### config.mk
export PLATFORM = sky130hd
export DESIGN_NAME = i2s_tx
export DESIGN_NICKNAME = d
export VERILOG_FILES = /design/src/rtl/i2s_pkg.sv /design/src/rtl/i2s_clkgen.sv /design/src/rtl/i2s_tx.sv
export SDC_FILE = /design/constraint.sdc
export NUM_CORES = 1
export LEC_CHECK = 0
export BUFFER_PORTS_ARGS = -buffer_cell sky130_fd_sc_hd__buf_2
export CORE_MARGIN = 3
export CORE_UTILIZATION = 48
export CTS_BUF_LIST = sky130_fd_sc_hd__clkbuf_4
export DETAILED_ROUTE_END_ITERATION = 8
export GPL_TIMING_DRIVEN = 0
export PLACE_DENSITY_LB_ADDON = 0.1
export SKIP_CTS_REPAIR_TIMING = 1
export SYNTH_ARGS = -nofsm -noshare
export SYNTH_HDL_FRONTEND = slang
export SYNTH_HIERARCHICAL = 1
export SYNTH_SLANG_ARGS = --single-unit
### constraint.sdc
create_clock -name clk_i -period 4.7 [get_ports clk_i]
set_input_delay 0.94 -clock clk_i [delete_from_list [all_inputs] [get_ports clk_i]]
set_output_delay 0.94 -clock clk_i [all_outputs]
set_load 0.02 [all_outputs]
### src/rtl/i2s_pkg.sv
// i2s_pkg: shared types, default sizes and slot decoding for the I2S transmitter
//   state_t  : transmitter state (IDLE until the first sample, then RUN)
//   slot_t   : decoded bit position (channel + position inside the slot)
//   slot_of  : maps a frame bit index onto channel and slot position
package i2s_pkg;
   localparam int width_def = 24;
   localparam int slot_def  = 32;
   localparam int div_def   = 4;

   typedef enum logic {IDLE, RUN} state_t;

   typedef struct packed {
      logic        right;
      int unsigned pos;
   } slot_t;

   // The first slot_width bits of a frame are the left slot, the rest the right slot.
   function automatic slot_t slot_of(input int unsigned b, input int unsigned slot);
      slot_t s;
      s.right = (b >= slot);
      s.pos   = s.right ? b - slot : b;
      return s;
   endfunction
endpackage

### src/rtl/i2s_clkgen.sv
// i2s_clkgen: divides clk_i down to the I2S bit clock and flags its edges
//   clk_i       : system clock
//   reset_i     : asynchronous, active-low reset
//   sclk_o      : registered bit clock, 50% duty
//   rise_tick_o : high on the clk_i cycle whose edge raises sclk_o
//   fall_tick_o : high on the clk_i cycle whose edge lowers sclk_o
module i2s_clkgen
   import i2s_pkg::*;
#(
   parameter int sclk_div_p = div_def
) (
   input  logic clk_i,
   input  logic reset_i,
   output logic sclk_o,
   output logic rise_tick_o,
   output logic fall_tick_o
);
   localparam int dw = $clog2(sclk_div_p);

   logic [dw-1:0] div_r;

   assign rise_tick_o = (div_r == dw'(sclk_div_p / 2 - 1));
   assign fall_tick_o = (div_r == dw'(sclk_div_p - 1));

   always_ff @(posedge clk_i or negedge reset_i)
      if (!reset_i) begin
         div_r  <= '0;
         sclk_o <= 1'b0;
      end else begin
         div_r  <= fall_tick_o ? '0 : div_r + 1'b1;
         sclk_o <= rise_tick_o ? 1'b1 : fall_tick_o ? 1'b0 : sclk_o;
      end
endmodule

### src/rtl/i2s_tx.sv
// i2s_tx: serialises stereo sample pairs onto an I2S link, MSB first with one-bit delay
//   clk_i      : system clock
//   reset_i    : asynchronous, active-low reset
//   left_i     : left-channel sample
//   right_i    : right-channel sample
//   valid_i    : left_i/right_i valid
//   ready_o    : holding register empty; transfer on valid_i & ready_o
//   sclk_o     : I2S bit clock
//   lrclk_o    : word select, 0 = left slot, 1 = right slot
//   sdata_o    : serial data, changes on sclk falling edges only
//   underrun_o : one-cycle pulse when a running frame starts without a sample
module i2s_tx
   import i2s_pkg::*;
#(
   parameter int width_p      = width_def,
   parameter int slot_width_p = slot_def,
   parameter int sclk_div_p   = div_def
) (
   input  logic               clk_i,
   input  logic               reset_i,
   input  logic [width_p-1:0] left_i,
   input  logic [width_p-1:0] right_i,
   input  logic               valid_i,
   output logic               ready_o,
   output logic               sclk_o,
   output logic               lrclk_o,
   output logic               sdata_o,
   output logic               underrun_o
);
   localparam int bw = $clog2(2 * slot_width_p);
   localparam logic [bw-1:0] last_bit = bw'(2 * slot_width_p - 1);

   logic               rise_tick, fall_tick;
   logic [bw-1:0]      bit_r, next_bit;
   logic [width_p-1:0] hold_l, hold_r, sh_l, sh_r, word;
   logic               hold_full_r, accept, boundary, next_data;
   state_t             state_r;
   slot_t              ns;

   i2s_clkgen #(.sclk_div_p(sclk_div_p)) clkgen (
      .clk_i      (clk_i),
      .reset_i    (reset_i),
      .sclk_o     (sclk_o),
      .rise_tick_o(rise_tick),
      .fall_tick_o(fall_tick)
   );

   assign ready_o  = !hold_full_r;
   assign accept   = valid_i && ready_o;
   assign boundary = fall_tick && (bit_r == last_bit);
   assign next_bit = (bit_r == last_bit) ? '0 : bit_r + 1'b1;
   assign ns       = slot_of(32'(next_bit), slot_width_p);
   assign word     = ns.right ? sh_r : sh_l;
   // Position p carries bit width_p-p; p=0 is the I2S delay bit and p>width_p is padding.
   assign next_data = (ns.pos >= 1 && ns.pos <= width_p) ?
                      |(word & (width_p'(1) << (width_p - ns.pos))) : 1'b0;

   always_ff @(posedge clk_i)
      if (reset_i) assert (!(rise_tick && fall_tick));

   always_ff @(posedge clk_i or negedge reset_i)
      if (!reset_i) begin
         bit_r       <= last_bit;
         lrclk_o     <= 1'b1;
         sdata_o     <= 1'b0;
         underrun_o  <= 1'b0;
         hold_l      <= '0;
         hold_r      <= '0;
         hold_full_r <= 1'b0;
         sh_l        <= '0;
         sh_r        <= '0;
         state_r     <= IDLE;
      end else begin
         underrun_o <= 1'b0;
         if (accept) begin
            hold_l      <= left_i;
            hold_r      <= right_i;
            hold_full_r <= 1'b1;
         end
         if (fall_tick) begin
            bit_r   <= next_bit;
            lrclk_o <= ns.right;
            sdata_o <= next_data;
         end
         // The shadow swap is safe on the boundary itself: the bit sent there is the delay bit.
         if (boundary) begin
            if (hold_full_r) begin
               sh_l        <= hold_l;
               sh_r        <= hold_r;
               hold_full_r <= 1'b0;
               state_r     <= RUN;
            end else if (state_r == RUN) begin
               sh_l       <= '0;
               sh_r       <= '0;
               underrun_o <= 1'b1;
            end
         end
      end
endmodule

# Yosys cells after proc, flatten, opt, wreduce, memory -nomap -nowiden
# Index checks and enable logic that the tools add are counted.
# classes
n_addsub	4
order_cmp	3
eq_ne	3
shifts	1
muxes	16
bitwise_logic	1
reduce_logical	9
# op_table
operator	n
$mux 24	4
$ge 32x1->1 const B	1
$le 32x5->1 const B	1
$mux 32	1
$shl 1x32->24 const A	1
$sub 5x32->32 const A	1
$and 24x24->24	1
$reduce_or 24->1	1
$mux 1	9
$sub 6x6->7 const B	1
$add 6x1->6 const B	1
$eq 6x6->1 const B	1
$ge 6x6->1 const B	1
$mux 6	1
$reduce_and 2->1	2
$reduce_bool 2->1	2
$logic_and 1x1->1	3
$add 2x1->2 const B	1
$eq 2x1->1 const B	1
$eq 2x2->1 const B	1
$mux 2	1
$logic_not 1->1	1
# totals
regBits	110
in_bits	51
wordCells	49

# Depth between registers and ports, before layout
# depth
word_depth	9
ltp_mapped	15
depth_no_buf	14

# By module
# The synthesis kept the hierarchy.
# modules_own_cells
mod	instances	cells_each	area_per_inst_um2	seq_area_each_um2
i2s_tx	1	430	5147.4	2686.3
i2s_clkgen	1	10	122.6	75.1

# Least setup slack after synthesis
# OpenSTA, ideal clock, no wires.
# synth_path
path_kind	flip-flop to flip-flop
startpoint	register bit_r[0]
endpoint	register sdata_o
setup_ps	87
arrival_time_ps	3350
setup_slack_ps	1263
path_stages_with_launch	16
n_path_buf	2
period_less_slack_ps	3437
cell_sequence	dfstp_2 -> buf_4 -> inv_1 -> ha_1 -> clkbuf_1 -> nor2_1 -> a211o_2 -> inv_2 -> ha_1 -> nor4b_1 -> nand4_1 -> a311oi_1 -> or4b_1 -> a311oi_1 -> a2bb2oi_1 -> a22oi_1
# synth_between
elab_chain_cells	9
# synth_rtl
element	line_no	text
start, declared	i2s_tx.sv:34	logic [bw-1:0] bit_r, next_bit;
start signal, assigned	i2s_tx.sv:63	bit_r <= last_bit;
start signal, assigned	i2s_tx.sv:81	bit_r <= next_bit;
$add 6x1->6 / $eq 6x6->1 (equally long branches)	i2s_tx.sv:51	assign next_bit = (bit_r == last_bit) ? '0 : bit_r + 1'b1;
$mux 6 *	i2s_tx.sv:51	
via next_bit[1]	i2s_tx.sv:34	
$sub 6x6->7 / $ge 6x6->1 (equally long branches)	i2s_pkg.sv:21, i2s_pkg.sv:20	
$mux 32	i2s_pkg.sv:21	s.pos = s.right ? b - slot : b;
$sub 5x32->32	i2s_tx.sv:56	|(word & (width_p'(1) << (width_p - ns.pos))) : 1'b0;
$shl 1x32->24	i2s_tx.sv:56	
$and 24x24->24	i2s_tx.sv:56	
$reduce_or 24->1	i2s_tx.sv:56	
$mux 1 *	i2s_tx.sv:55	assign next_data = (ns.pos >= 1 && ns.pos <= width_p) ?
end signal, assigned	i2s_tx.sv:83	sdata_o <= next_data;
end, declared	i2s_tx.sv:27	output logic sdata_o,
# Mark *: on every way through the listed nets, which the timed path passes. The rest lies on a longest branch.
# A chain may end at the register's enable or synchronous reset.

# Final worst setup path
# Ends and elaborated chain as after synthesis.

==> impl_results.md <==
* Outcome: finished, final reports clean
* Worst setup EP type: flip-flop
* Horizontal die dimension at 111 um
* Buffers from clock root to sink, at most at 2
* Setup CP Type: flip-flop to flip-flop
* Combinational share of power at 0.056
* Total Nets Final at 582
* Quantity of I/O buffers inserted on ports at 55
* Leading cell type by number of instances after synthesis: dfrtp_1
* Final hold violation count at 0
* Maximum net fanout on the critical path at 10
* Initial standard-cell utilization of the core at 0.501
* Die height at 111 um
* Area growth from synthesis to layout at 12.4%
* Wire length reported by the detailed router at 12100 um
* Dominant register cell in the synthesized netlist: dfrtp_1
* WL per Instance at 18.4 um
* Worst rel slew slack at 0.552
* Pin slew with the least headroom to its limit at 0.670 ns
* CP required at 5.13 ns
* CTS tree: done
* Root Driver: clkbuf_4
* Period utilisation layout at 0.856
* Net switching fraction of the power at 0.246
* Pleak at 2.81 nW
* Class of the most critical hold timing path: input pin to async pin
* Int Pwr at 1.22 mW
* Die area at 12300 sq um
* Number of standard cells after synthesis at 440
* Clock-pin slew on the worst setup and hold paths at 0.17 ns
* Number of buffers added by the clock tree synthesis step at 9
* RSZ-0062 raised after global routing: no
* CTS H-tree lvls at 3
* Row cnt at 37
* Global-route wire length before repair at 20100 um
* Worst-case setup slack after placement at 0.689 ns
* Iter 0 DRT Violations at 311
* Top-Level Pins at 56
* Unique masters post-synth at 64
* Largest cells by area after synthesis: dfrtp_1 49%, mux2_2 10%, a22o_1 8.1%
* Worst hold slack after final layout at 0.407 ns
* Floorplan core area at 10500 sq um
* Detailed-routing iteration count for the pre-antenna-repair pass at 5
* Pin count of the biggest net entering global routing at 72
* Antenna fix cells at 0
* Max Cap Violations at 0
* Vias in the first global route at 3869
* Leading cell types by count after synthesis: 103 x dfrtp_1, 49 x a22o_1, 49 x mux2_2, 19 x clkbuf_1, 19 x inv_1
* Count of warnings emitted by yosys at 6
* Antenna violations before repair at 0
* Clock Power Share at 0.311
* Top cell type's share of synthesized area at 0.489
* Shortest period the worst path allows at 4.02 ns
* Synth area leader: dfrtp_1
* Reg-to-reg critical path startpoint: bit_r[0]
* Insertion delay to the later sink of the worst-skew pair at 0.49 ns
* Critical R2R Capture: sdata_o
* Final antenna-violating net count at 0
* Worst clock skew at 0.0105 ns
* Cells on worst reg2reg path at 15
* Number of setup violations in the final report at 0
* Flop and latch count out of synthesis at 110
* Detailed-route via count at 3791
* Highest achievable clock rate at 0.248 GHz
* Total routing usage reported by global routing at 0.205
* Total half-perimeter wirelength after legalization and detailed placement at 9010 um
* Congestion Overflow GR at 0
* Launching element type of the critical path: flip-flop
* Async SR Flop Fraction at 1.00
* Combined area of all synthesized cells at 5270 sq um
* Number of enable-type register cells in the synthesized netlist at 0
* Peak supply drop at 0.000249 V
* Synthesized area divided by synthesized cell count at 12.0 sq um
* Final WS setup at 0.676 ns
* PnR Total Power at 1.62 mW
* Pwr Density at 273 nW/um^2
* Post-detailed-route via-to-cell ratio at 5.77
* Final Core Density at 0.564
* Routability congestion estimate from global placement at 0.897
* Fin Setup TNS at 0 ns
* Number of slew-limit violations in the final report at 0
* Setup slack of the most critical reg-to-reg path at 0.68 ns
* Number of clock sinks at 110
* Arrival time of the worst setup path at 4.45 ns
* Sequential area share after synthesis at 0.524
* Relative contribution of sequential cells to total power at 0.633
* Net switching power at 0.397 mW
* Post-detailed-route DRC marker count at 0
* Layout cells sized above 1 at 0.286
[area by class of cell]
type,count,area (sq um)
sequential,110,2760
fill,905,4580
inverter,20,75.1
tap,136,170
clock buffer,9,67.6
buffer,33,150
timing repair buffer,56,305
multi-input combinational,286,2320
clock inverter,7,78.8
[how the worst max path moves through the flow]
stage / start / endpoint / cells past startpoint / slack (ns)
after floorplan: bit_r[0] / sdata_o / 15 / 1.26
after global placement: bit_r[0] / sdata_o / 15 / 0.72
after detailed placement: bit_r[0] / sdata_o / 15 / 0.69
after CTS: bit_r[0] / sdata_o / 15 / 0.65
after global routing: bit_r[0] / sdata_o / 15 / 0.27
final: bit_r[0] / sdata_o / 15 / 0.68
[through the flow]
step	cells	cell area, sq um
final	657	5930
after floorplan	449	5300
after detailed placement	641	5780
after global placement	640	5750
after global routing	657	5930
after CTS	657	5930
[per-layer routing]
layer	up-vias	wire length (um)	global-route usage
met5	-	0	0
met4	0	146	0.0509
met3	12	774	0.0606
met2	107	5710	0.325
met1	1892	5480	0.278
li1	1780	-	-
[flip-flops by register name, summed over array words and instances (netlist names)]
name / flops
hold_l: 24
hold_full_r: 1
clkgen/div_r: 2
sh_r: 24
sdata_o: 1
lrclk_o: 1
hold_r: 24
bit_r: 6
state_r: 1
clkgen/sclk_o: 1
sh_l: 24
underrun_o: 1
[cell families after synthesis]
kind of cell             share of synthesized area
flip-flops                                   0.524
AO/OA/AOI/OAI                                0.174
adder cells (fa/ha/maj)                     0.0356
buffers and inverters                       0.0427
XOR/XNOR                                   0.00997
AND/OR/NAND/NOR                             0.0841
multiplexers                                 0.129
other                                     0.000712
[layout by cell type (no fill, tap or decap), drive strengths merged, types with 4 or more instances in the layout]
cell type,count
mux2,49
a311oi,4
a21oi,8
and3,9
o21ai,13
o211ai,6
a211oi,7
conb,10
dfrtp,103
nand2,18
clkbuf,28
dfstp,7
nand3,9
a22o,49
inv,23
nor2b,6
a22oi,4
mux2i,6
ha,15
buf,70
nor2,16
[power by group through the flow]
stage / sequential (mW) / clock [mW] / combinational (mW)
after detailed placement: 1.04 / 0 / 0.0931
after floorplan: 1.03 / 0 / 0.0461
after CTS: 1.02 / 0.515 / 0.0934
after global routing: 1.03 / 0.556 / 0.104
after global placement: 1.04 / 0 / 0.0848
final: 1.02 / 0.503 / 0.0903
[worst max-delay path, stage by stage, from the launching register on]
cell and delay, ns:
dfstp_2 0.59, buf_4 0.17, inv_1 0.08, ha_1 0.28
clkbuf_1 0.21, nor2_1 0.16, a211o_2 0.22, inv_2 0.05
ha_1 0.26, nor4b_1 0.25, nand4_1 0.15, a311oi_1 0.42
or4b_1 0.55, a311oi_1 0.27, a2bb2oi_1 0.13, a22oi_1 0.17
Power figures use the tool's default switching activity.
